[config.mk]
export PLATFORM = sky130hd
export DESIGN_NAME = adc_avg_storage_flat
export DESIGN_NICKNAME = d
export VERILOG_FILES = /design/src/rtl/adc_avg_storage_if.sv /design/src/rtl/adc_avg_storage.sv /design/src/flat_wrapper.sv
export SDC_FILE = /design/constraint.sdc
export NUM_CORES = 1
export LEC_CHECK = 0
export CORE_UTILIZATION = 25
export CTS_CLUSTER_DIAMETER = 50
export DETAILED_ROUTE_END_ITERATION = 8
export MAX_ROUTING_LAYER = met4
export SLEW_MARGIN = 0
export SYNTH_ARGS = -nofsm -noshare
export SYNTH_HDL_FRONTEND = slang
export SYNTH_SLANG_ARGS = --single-unit
[constraint.sdc]
create_clock -name Clock_qsys -period 3.8 [get_ports Clock_qsys]
set_input_delay 0.76 -clock Clock_qsys [delete_from_list [all_inputs] [get_ports Clock_qsys]]
set_output_delay 0.76 -clock Clock_qsys [all_outputs]
set_load 0.005 [all_outputs]
[src/rtl/adc_avg_storage_if.sv]
// Modular ADC response stream: one beat per cycle, no backpressure.
interface adc_avg_storage_if #(
    parameter int CH_W   = 5,
    parameter int DATA_W = 12
);
    logic              AdcResponseValid;
    logic [CH_W-1:0]   AdcResponseChannel;
    logic [DATA_W-1:0] AdcResponseData;

    modport master (output AdcResponseValid, output AdcResponseChannel, output AdcResponseData);
    modport slave  (input  AdcResponseValid, input  AdcResponseChannel, input  AdcResponseData);
endinterface

[src/rtl/adc_avg_storage.sv]
// Per-channel ADC block averager plus raw temperature capture and end-of-sequence strobe.
// Define ADC_AVG_STORAGE_ROUND_EN to publish round-half-up averages instead of truncated ones.
module adc_avg_lane #(
    parameter int DATA_W   = 12,
    parameter int AVG_LOG2 = 2
) (
    input  logic              Clock_qsys,
    input  logic              Reset,
    input  logic              clear,
    input  logic              hit,
    input  logic [DATA_W-1:0] data,
    output logic [DATA_W-1:0] value,
    output logic              ch_valid
);
    localparam int ACC_W = DATA_W + AVG_LOG2;
    localparam int CNT_W = (AVG_LOG2 > 0) ? AVG_LOG2 : 1;
    localparam logic [CNT_W-1:0] CNT_LAST = CNT_W'((1 << AVG_LOG2) - 1);

    logic [ACC_W-1:0]  acc, sum;
    logic [CNT_W-1:0]  cnt;
    logic [DATA_W-1:0] avg;

    // ACC_W is wide enough that 2^AVG_LOG2 full-scale samples never wrap
    assign sum = acc + ACC_W'(data);

`ifdef ADC_AVG_STORAGE_ROUND_EN
    if (AVG_LOG2 > 0) begin : g_rnd
        // adding half an LSB before the shift is the same as adding the bit just below it
        logic [DATA_W:0] rq;
        assign rq  = {1'b0, sum[AVG_LOG2 +: DATA_W]} + (DATA_W+1)'(sum[AVG_LOG2-1]);
        assign avg = rq[DATA_W] ? {DATA_W{1'b1}} : rq[DATA_W-1:0];
    end else begin : g_trn
        assign avg = sum[DATA_W-1:0];
    end
`else
    assign avg = sum[AVG_LOG2 +: DATA_W];
`endif

    always_ff @(posedge Clock_qsys) begin
        if (Reset) begin
            acc      <= '0;
            cnt      <= '0;
            value    <= '0;
            ch_valid <= 1'b0;
        end else if (clear) begin
            acc <= '0;
            cnt <= '0;
        end else if (hit) begin
            if (cnt == CNT_LAST) begin
                value    <= avg;
                ch_valid <= 1'b1;
                acc      <= '0;
                cnt      <= '0;
            end else begin
                acc <= sum;
                cnt <= cnt + 1'b1;
            end
        end
    end
endmodule

module adc_avg_storage #(
    parameter int NUM_CH   = 9,
    parameter int DATA_W   = 12,
    parameter int CH_W     = 5,
    parameter int AVG_LOG2 = 2,
    parameter int TRIG_CH  = 17
) (
    input  logic                     Clock_qsys,
    input  logic                     Reset,
    input  logic                     AvgClear,
    adc_avg_storage_if.slave         adc_rsp,
    output logic [NUM_CH*DATA_W-1:0] AdcValues,
    output logic [NUM_CH-1:0]        AdcChValid,
    output logic [DATA_W-1:0]        AdcTempValue,
    output logic                     AdcRefresh
);
    localparam logic [CH_W-1:0] TRIG_ID = CH_W'(TRIG_CH);

    logic [NUM_CH-1:0][DATA_W-1:0] ch_value;
    logic [NUM_CH-1:0]             ch_vld;
    logic                          trig_hit;

    for (genvar k = 0; k < NUM_CH; k++) begin : g_ch
        adc_avg_lane #(.DATA_W(DATA_W), .AVG_LOG2(AVG_LOG2)) u_lane (
            .Clock_qsys (Clock_qsys),
            .Reset      (Reset),
            .clear      (AvgClear),
            .hit        (adc_rsp.AdcResponseValid && (adc_rsp.AdcResponseChannel == CH_W'(k))),
            .data       (adc_rsp.AdcResponseData),
            .value      (ch_value[k]),
            .ch_valid   (ch_vld[k])
        );
    end

    assign AdcValues  = ch_value;
    assign AdcChValid = ch_vld;
    assign trig_hit   = adc_rsp.AdcResponseValid && (adc_rsp.AdcResponseChannel == TRIG_ID);

    // temperature path ignores AvgClear so a sequence end is never lost
    always_ff @(posedge Clock_qsys) begin
        if (Reset) begin
            AdcTempValue <= '0;
            AdcRefresh   <= 1'b0;
        end else begin
            AdcRefresh <= trig_hit;
            if (trig_hit) AdcTempValue <= adc_rsp.AdcResponseData;
        end
    end
endmodule

[src/flat_wrapper.sv]
// flat-port wrapper written by rule: the top's interface ports become plain ports
module adc_avg_storage_flat 
#(
    parameter int NUM_CH   = 9,
    parameter int DATA_W   = 12,
    parameter int CH_W     = 5,
    parameter int AVG_LOG2 = 2,
    parameter int TRIG_CH  = 17
)
  (Clock_qsys, Reset, AvgClear, AdcValues, AdcChValid, AdcTempValue, AdcRefresh, adc_rsp_AdcResponseValid, adc_rsp_AdcResponseChannel, adc_rsp_AdcResponseData);
  adc_avg_storage_if #(.CH_W(CH_W), .DATA_W(DATA_W)) adc_rsp_i ();
  input  logic Clock_qsys;
  input  logic Reset;
  input  logic AvgClear;
  output logic [NUM_CH*DATA_W-1:0] AdcValues;
  output logic [NUM_CH-1:0] AdcChValid;
  output logic [DATA_W-1:0] AdcTempValue;
  output logic AdcRefresh;
  input wire logic [$bits(adc_rsp_i.AdcResponseValid)-1:0] adc_rsp_AdcResponseValid;
  input wire logic [$bits(adc_rsp_i.AdcResponseChannel)-1:0] adc_rsp_AdcResponseChannel;
  input wire logic [$bits(adc_rsp_i.AdcResponseData)-1:0] adc_rsp_AdcResponseData;
  assign adc_rsp_i.AdcResponseValid = adc_rsp_AdcResponseValid;
  assign adc_rsp_i.AdcResponseChannel = adc_rsp_AdcResponseChannel;
  assign adc_rsp_i.AdcResponseData = adc_rsp_AdcResponseData;
  adc_avg_storage #(.NUM_CH(NUM_CH), .DATA_W(DATA_W), .CH_W(CH_W), .AVG_LOG2(AVG_LOG2), .TRIG_CH(TRIG_CH)) u_core (.Clock_qsys(Clock_qsys), .Reset(Reset), .AvgClear(AvgClear), .adc_rsp(adc_rsp_i), .AdcValues(AdcValues), .AdcChValid(AdcChValid), .AdcTempValue(AdcTempValue), .AdcRefresh(AdcRefresh));
endmodule
# == Word level (Yosys, flattened, before mapping) ==
# Cells that the tools add are included.
# totals
ff_bits,274
# classes
add_sub_neg,18
eq_ne,18
muxes,18
bitwise,1
reduce_logical,21
# ops
operator,count
adder 14 x 12 -> 14 bit,9
two-way mux 14 bit,9
AND reduction 3 bit,9
"== test 5 x 3 -> 1 bit, second input constant",4
"adder 2 x 1 -> 2 bit, second input constant",9
"== test 2 bit, second input constant",9
two-way mux 2 bit,9
"== test 5 x 2 -> 1 bit, second input constant",2
logical AND 1 bit,10
"== test 5 x 1 -> 1 bit, second input constant",1
"== test 5 x 4 -> 1 bit, second input constant",1
"== test 5 bit, second input constant",1
logical NOT 5 bit,1
OR reduction 2 bit,1
NOT 1 bit,1

# == Longest topological paths before layout ==
# depth
word_depth,3
ltp_mapped,10
mapped_depth_nobuf,10

# == By module ==
# From an unflattened synthesis, not the netlist that was laid out.
# unflattened
cells_unflattened,1863
area_unflattened_um2,15831.4
# modules_own_cells
module,n_inst,cells_each,area_each_um2
adc_avg_lane (u_core.g_ch[0].u_lane ...),5,201,1715.4
adc_avg_lane (u_core.g_ch[1].u_lane),1,206,1697.9
adc_avg_lane (u_core.g_ch[6].u_lane),1,208,1696.6
adc_avg_lane (u_core.g_ch[7].u_lane),1,195,1625.3
adc_avg_lane (u_core.g_ch[8].u_lane),1,178,1564.0
adc_avg_storage,1,71,670.6

# == Least setup slack after synthesis ==
# No wires, ideal clock.
# synth_timing
path_kind,input to register
startpoint,input port adc_rsp_AdcResponseData[0]
endpoint,register u_core.g_ch[0].u_lane.value[10]
arrival_ns,2.839
required_time_ns,3.678
setup_slack_ns,0.839
cell_stages,9
cell_sequence,ha_1 fa_1 a211oi_1 nor2_1 o22a_1 o41a_1 a31oi_1 nor4_1 a311o_1
# synth_via
elab_chain_cells,1
# synth_lines
item,line_no,source
"start, declared",flat_wrapper.sv:21,input wire logic [$bits(adc_rsp_i.AdcResponseData)-1:0] adc_rsp_AdcResponseData;
adder 14 x 12 -> 14 bit,adc_avg_storage.sv:24,assign sum = acc + ACC_W'(data);
"end signal, assigned",adc_avg_storage.sv:50,value <= avg;
"end, declared",adc_avg_storage.sv:12,"output logic [DATA_W-1:0] value,"
# Every way passes these cells.
# A chain may end at the register's enable or synchronous reset.

# == Worst setup path in the final report ==
# layout_timing
startpoint,input port adc_rsp_AdcResponseData[0]
endpoint,register u_core.g_ch[3].u_lane.value[10]
# layout_via
elab_chain_cells,1
# layout_lines
item,line_no
adder 14 x 12 -> 14 bit,adc_avg_storage.sv:24
"end signal, assigned",adc_avg_storage.sv:50
"end, declared",adc_avg_storage.sv:12
# Every way passes these cells.

==> results.txt <==
----------------------------------------------------
[Run status]
  Status ... finished clean

[GRT]
  Number of antenna violations at the first check in global routing ... 2
  Maximum number of pins on one net before global-route repair ... 75
  Remaining global-route overflow ... 0
  Via count of the first global-routing pass ... 13163
  Gr usage total ... 15.82%
  Global-route wire length before repair ... 73.49 mm

[Synth]
  Number of distinct library cell variants in the gate-level netlist after synthesis ... 74
  Fraction of the yosys area taken by sequential cells ... 36.70%
  Number of warnings reported in the yosys synthesis log ... 0
  Mapped cell area ... 14950 µm²
  Number of flops mapped to enable cells by yosys ... 0
  Leading register cell type out of synthesis ... sky130_fd_sc_hd__dfxtp_1
  Number of nets in the synthesized netlist ... 1960
  Post-synth ARST share ... 0%
  Number of storage elements in the synthesis netlist ... 274
  Cell count after synthesis ... 1813
  Synthesized area per cell ... 8.244 µm²

[CTS]
  CTS resizes ... 0
  CTS tree ... yes
  Number of buffers inserted during clock tree synthesis ... 35
  Root buffer selected by CTS ... sky130_fd_sc_hd__clkbuf_16
  Insertion delay to the later sink of the worst-skew pair ... 0.53 ns
  Number of buffers inserted for hold repair after clock tree synthesis ... 0
  Clock Sink Count ... 274
  Clock-pin slew reported for the worst setup and hold paths after clock tree synthesis ... 0.06 ns
  Number of setup buffers added after CTS ... 0
  H-Tree Level Count ... 2
  Clk buf depth ... 3

[Place]
  Total of buffers placed on input and output ports ... 150
  Hpwl dp ... 34.23 mm
  Placed Instances ... 2703
  Final weighted congestion of routability-driven global placement ... 0.9019
  Post-place setup slack ... 0.06894 ns

[Timing]
  Fin. max-slew vios ... 0
  Total Neg Setup Slack ... 0 ns
  Number of hold violations in the final report ... 0
  Setup clock skew after layout ... 0.01421 ns
  Hold Worst Slack ... 0.4506 ns
  Maximum frequency from static timing analysis ... 313.3 MHz
  Actual slew at the worst max-slew pin ... 0.8219 ns
  Remaining max-slew budget at the tightest pin ... 44.70%
  Min Tclk post-route ... 3.192 ns
  Period utilisation layout ... 83.99%
  Worst Slack Setup Final ... 0.6084 ns
  Unrepaired setup endpoints after global routing ... false
  Number of setup violations in the final report ... 0

[Pwr]
  PwrDens ... 356.1 nW/µm²
  Maximum vdd drop ... 357.5 µV
  Static leakage ... 6.956 nW

[Worst setup path]
  Classification of the worst setup path ... primary input to register
  Crit path max fanout ... 5
  Reg2reg start ... u_core.g_ch[0].u_lane.acc[0]
  Delay of the slowest cell on the worst path ... 0.57 ns
  Top Family by Delay on Critical Path ... buffers and inverters
  Depth of the critical timing path with buffers and inverters included ... 12
  Worst Setup End Kind ... register
  Slowest stage cell on the critical path ... sky130_fd_sc_hd__clkdlybuf4s50_1
  Capturing instance or port of the critical path ... u_core.g_ch[3].u_lane.value[10]
  Count of buffer and inverter cells on the critical path ... 3
  Reg2Reg Depth ... 9
  Setup slack on the worst flop-to-flop path ... 1.14 ns
  Arrival time worst endpoint ... 3.64 ns
  Worst setup path startpoint ... adc_rsp_AdcResponseData[0]
  Data required time at the worst endpoint ... 4.24 ns
  Critical path startpoint category ... primary input
  Cell-by-cell trace of the critical path ... clkdlybuf4s50_1 -> buf_4 -> ha_1 -> inv_1 -> fa_1 -> nor2b_1 -> o2111ai_1 -> nand3_1 -> a2111oi_0 -> or3_1 -> xor2_1 -> o31ai_1
  End of the worst register-to-register path ... u_core.g_ch[0].u_lane.value[10]

[Routing]
  DRC errors left ... 0
  Drt wl/cell ... 17.16 µm
  Number of DRC markers in iteration 0 ... 930
  Drt pass-1 iters ... 5
  Total detailed-routing wirelength ... 47.50 mm
  Total via count after detailed routing ... 13805
  Post-detailed-route count of antenna-violating nets ... 0
  Vias per std cell ... 4.987

[Min path]
  Class of the most critical hold timing path ... register to register

[Final layout]
  Fraction of final layout cells sized beyond drive strength 1 ... 7.075%
  Final net count ... 2114
  Post-layout utilization of the core ... 31.74%
  Non-filler cells in the finished layout ... 2768
  Layout overhead on the synthesized area ... 25.34%

[Die]
  Vertical die dimension ... 246.5 µm
  Total Die Area ... 60760 µm²
  Effective utilization at floorplan ... 25.32%
  Num rows ... 89
  Top Ports ... 151
  Area of the core ... 59020 µm²
  Width of the die ... 246.5 µm

[Flow run]
  Max-capacitance violation count ... 0

----------------------------------------------------
-- cell usage after synthesis (6+ instances only) --
library cell | number | area share, %
sky130_fd_sc_hd__nand3b_1 | 10 | 0.50
sky130_fd_sc_hd__a21oi_1 | 174 | 5.8
sky130_fd_sc_hd__xnor2_1 | 57 | 3.3
sky130_fd_sc_hd__nand4_1 | 7 | 0.29
sky130_fd_sc_hd__buf_4 | 9 | 0.45
sky130_fd_sc_hd__ha_1 | 117 | 9.8
sky130_fd_sc_hd__nand2b_1 | 18 | 0.75
sky130_fd_sc_hd__a211oi_1 | 22 | 1.1
sky130_fd_sc_hd__o21bai_1 | 8 | 0.40
sky130_fd_sc_hd__o211ai_1 | 11 | 0.55
sky130_fd_sc_hd__nand3_1 | 44 | 1.5
sky130_fd_sc_hd__a31oi_1 | 20 | 0.84
sky130_fd_sc_hd__clkbuf_1 | 64 | 1.6
sky130_fd_sc_hd__a21o_1 | 24 | 1.2
sky130_fd_sc_hd__or4_1 | 13 | 0.65
sky130_fd_sc_hd__o21ai_0 | 66 | 2.2
sky130_fd_sc_hd__o31ai_1 | 7 | 0.35
sky130_fd_sc_hd__nor2_1 | 237 | 6.0
sky130_fd_sc_hd__inv_1 | 34 | 0.85
sky130_fd_sc_hd__and3_1 | 7 | 0.29
sky130_fd_sc_hd__fa_1 | 9 | 1.2
sky130_fd_sc_hd__o21a_1 | 27 | 1.4
sky130_fd_sc_hd__buf_1 | 15 | 0.38
sky130_fd_sc_hd__mux2i_1 | 22 | 1.5
sky130_fd_sc_hd__nand2_1 | 211 | 5.3
sky130_fd_sc_hd__a32o_1 | 10 | 0.67
sky130_fd_sc_hd__nor2b_1 | 18 | 0.75
sky130_fd_sc_hd__or3_1 | 17 | 0.71
sky130_fd_sc_hd__xor2_1 | 30 | 1.8
sky130_fd_sc_hd__buf_2 | 6 | 0.20
sky130_fd_sc_hd__nor3b_1 | 16 | 0.80
sky130_fd_sc_hd__o41ai_1 | 7 | 0.41
sky130_fd_sc_hd__dfxtp_1 | 274 | 37
sky130_fd_sc_hd__or2_2 | 7 | 0.29
sky130_fd_sc_hd__nor3_1 | 55 | 1.8
sky130_fd_sc_hd__nor4_1 | 7 | 0.29
sky130_fd_sc_hd__a22oi_1 | 56 | 2.8
sky130_fd_sc_hd__nor4b_1 | 6 | 0.35
-- cell usage in the layout (no fill, tap or decap), types with 6 or more instances in the layout --
master                              n
sky130_fd_sc_hd__nor2b_1           18
sky130_fd_sc_hd__nand3b_1          10
sky130_fd_sc_hd__nor3_1            54
sky130_fd_sc_hd__a31oi_1           20
sky130_fd_sc_hd__nand4_1            7
sky130_fd_sc_hd__o41ai_1            7
sky130_fd_sc_hd__nand3_1           44
sky130_fd_sc_hd__and3_1             7
sky130_fd_sc_hd__a21o_1            24
sky130_fd_sc_hd__mux2i_1           22
sky130_fd_sc_hd__nor2_1           236
sky130_fd_sc_hd__a32o_1            10
sky130_fd_sc_hd__nor4b_1            6
sky130_fd_sc_hd__ha_1             117
sky130_fd_sc_hd__xor2_1            30
sky130_fd_sc_hd__dfxtp_1          274
sky130_fd_sc_hd__o31ai_1            7
sky130_fd_sc_hd__clkbuf_16         37
sky130_fd_sc_hd__clkdlybuf4s50_1  149
sky130_fd_sc_hd__buf_4             56
sky130_fd_sc_hd__nand2_1          211
sky130_fd_sc_hd__or2_2              6
sky130_fd_sc_hd__clkbuf_8           7
sky130_fd_sc_hd__clkinvlp_4         6
sky130_fd_sc_hd__o21bai_1           8
sky130_fd_sc_hd__a21oi_1          174
sky130_fd_sc_hd__or4_1             13
sky130_fd_sc_hd__o21ai_0           66
sky130_fd_sc_hd__or3_1             17
sky130_fd_sc_hd__o211ai_1          11
sky130_fd_sc_hd__buf_12             6
sky130_fd_sc_hd__o21a_1            27
sky130_fd_sc_hd__inv_1             34
sky130_fd_sc_hd__nor4_1             7
sky130_fd_sc_hd__fa_1               9
sky130_fd_sc_hd__a22oi_1           56
sky130_fd_sc_hd__nand2b_1          18
sky130_fd_sc_hd__xnor2_1           57
sky130_fd_sc_hd__nor3b_1           16
sky130_fd_sc_hd__a211oi_1          22
-- layer usage --
| metal | track usage, % | vias to the layer above | wire, µm |
|---|---|---|---|
| met2 | 24.88 | 365 | 21280 |
| met5 | - | - | 0 |
| met3 | 3.649 | 87 | 3108 |
| li1 | - | 6826 | - |
| met1 | 20.23 | 6527 | 21900 |
| met4 | 4.230 | 0 | 1207 |
-- registers in the layout (all words and copies together), names as in the netlist --
name and cells:
u_core.g_ch.u_lane.acc 126, u_core.g_ch.u_lane.value 108, u_core.g_ch.u_lane.cnt 18, u_core.AdcTempValue 12, u_core.g_ch.u_lane.ch_valid 9, u_core.AdcRefresh 1
-- through the flow --
step	power, W	cell area [µm²]
6_report	0.006670	18730
5_1_grt	0.006918	18730
4_1_cts	0.006762	18730
3_5_place_dp	0.003390	17560
3_3_place_gp	0.003382	17560
2_1_floorplan	0.003196	14950
-- layout make-up --
cell class	instances	area, µm²
Timing Repair Buffer	211	2032
Antenna cell	2	5.005
Clock buffer	48	1037
Sequential cell	274	5485
Fill cell	6262	40290
Tap cell	773	967.2
Inverter	34	127.6
Multi-Input combinational cell	1411	8949
Clock inverter	15	130.1
-- worst reg2reg max path: stages (launching register included) --
cell and delay, ns:
sky130_fd_sc_hd__dfxtp_1 0.31, sky130_fd_sc_hd__ha_1 0.22, sky130_fd_sc_hd__fa_1 0.46, sky130_fd_sc_hd__a211oi_1 0.23, sky130_fd_sc_hd__nor2_1 0.11, sky130_fd_sc_hd__o22a_1 0.20, sky130_fd_sc_hd__o41a_1 0.35, sky130_fd_sc_hd__a31oi_1 0.29
sky130_fd_sc_hd__nor4_1 0.08, sky130_fd_sc_hd__a311o_1 0.33
-- where the power goes --
part | internal [W] | switching (W) | total, W
Combinational | 0.000158 | 0.000293 | 0.000451
Clock | 0.00199 | 0.00135 | 0.00334
Sequential | 0.00288 | 0.00000285 | 0.00288
-- kinds of logic (layout without fill, tap and decap cells) --
group                    count (synthesis)  after routing  share of synthesized area (%)
flip-flops                             274            274                          36.70
multiplexers                            22             22                          1.473
AO/OA/AOI/OAI                          479            479                          20.56
AND/OR/NAND/NOR                        697            697                          21.67
adder cells (fa/ha/maj)                126            126                          11.00
buffers and inverters                  128            308                          3.491
other                                    0              2                              0
XOR/XNOR                                87             87                          5.098
-- worst min path at each step --
stage / from / depth (start not counted) / end / slack [ns]
floorplan: u_core.g_ch[2].u_lane.acc[11] / 2 / u_core.g_ch[2].u_lane.acc[11] / 0.43
global placement: u_core.g_ch[7].u_lane.value[4] / 2 / u_core.g_ch[7].u_lane.value[4] / 0.45
detailed placement: u_core.g_ch[3].u_lane.value[7] / 2 / u_core.g_ch[3].u_lane.value[7] / 0.45
CTS: u_core.g_ch[3].u_lane.value[7] / 2 / u_core.g_ch[3].u_lane.value[7] / 0.45
global route: u_core.g_ch[5].u_lane.value[1] / 2 / u_core.g_ch[5].u_lane.value[1] / 0.47
finish: u_core.g_ch[7].u_lane.value[5] / 2 / u_core.g_ch[7].u_lane.value[5] / 0.45
No activity file was read; power rests on OpenSTA's default activity.
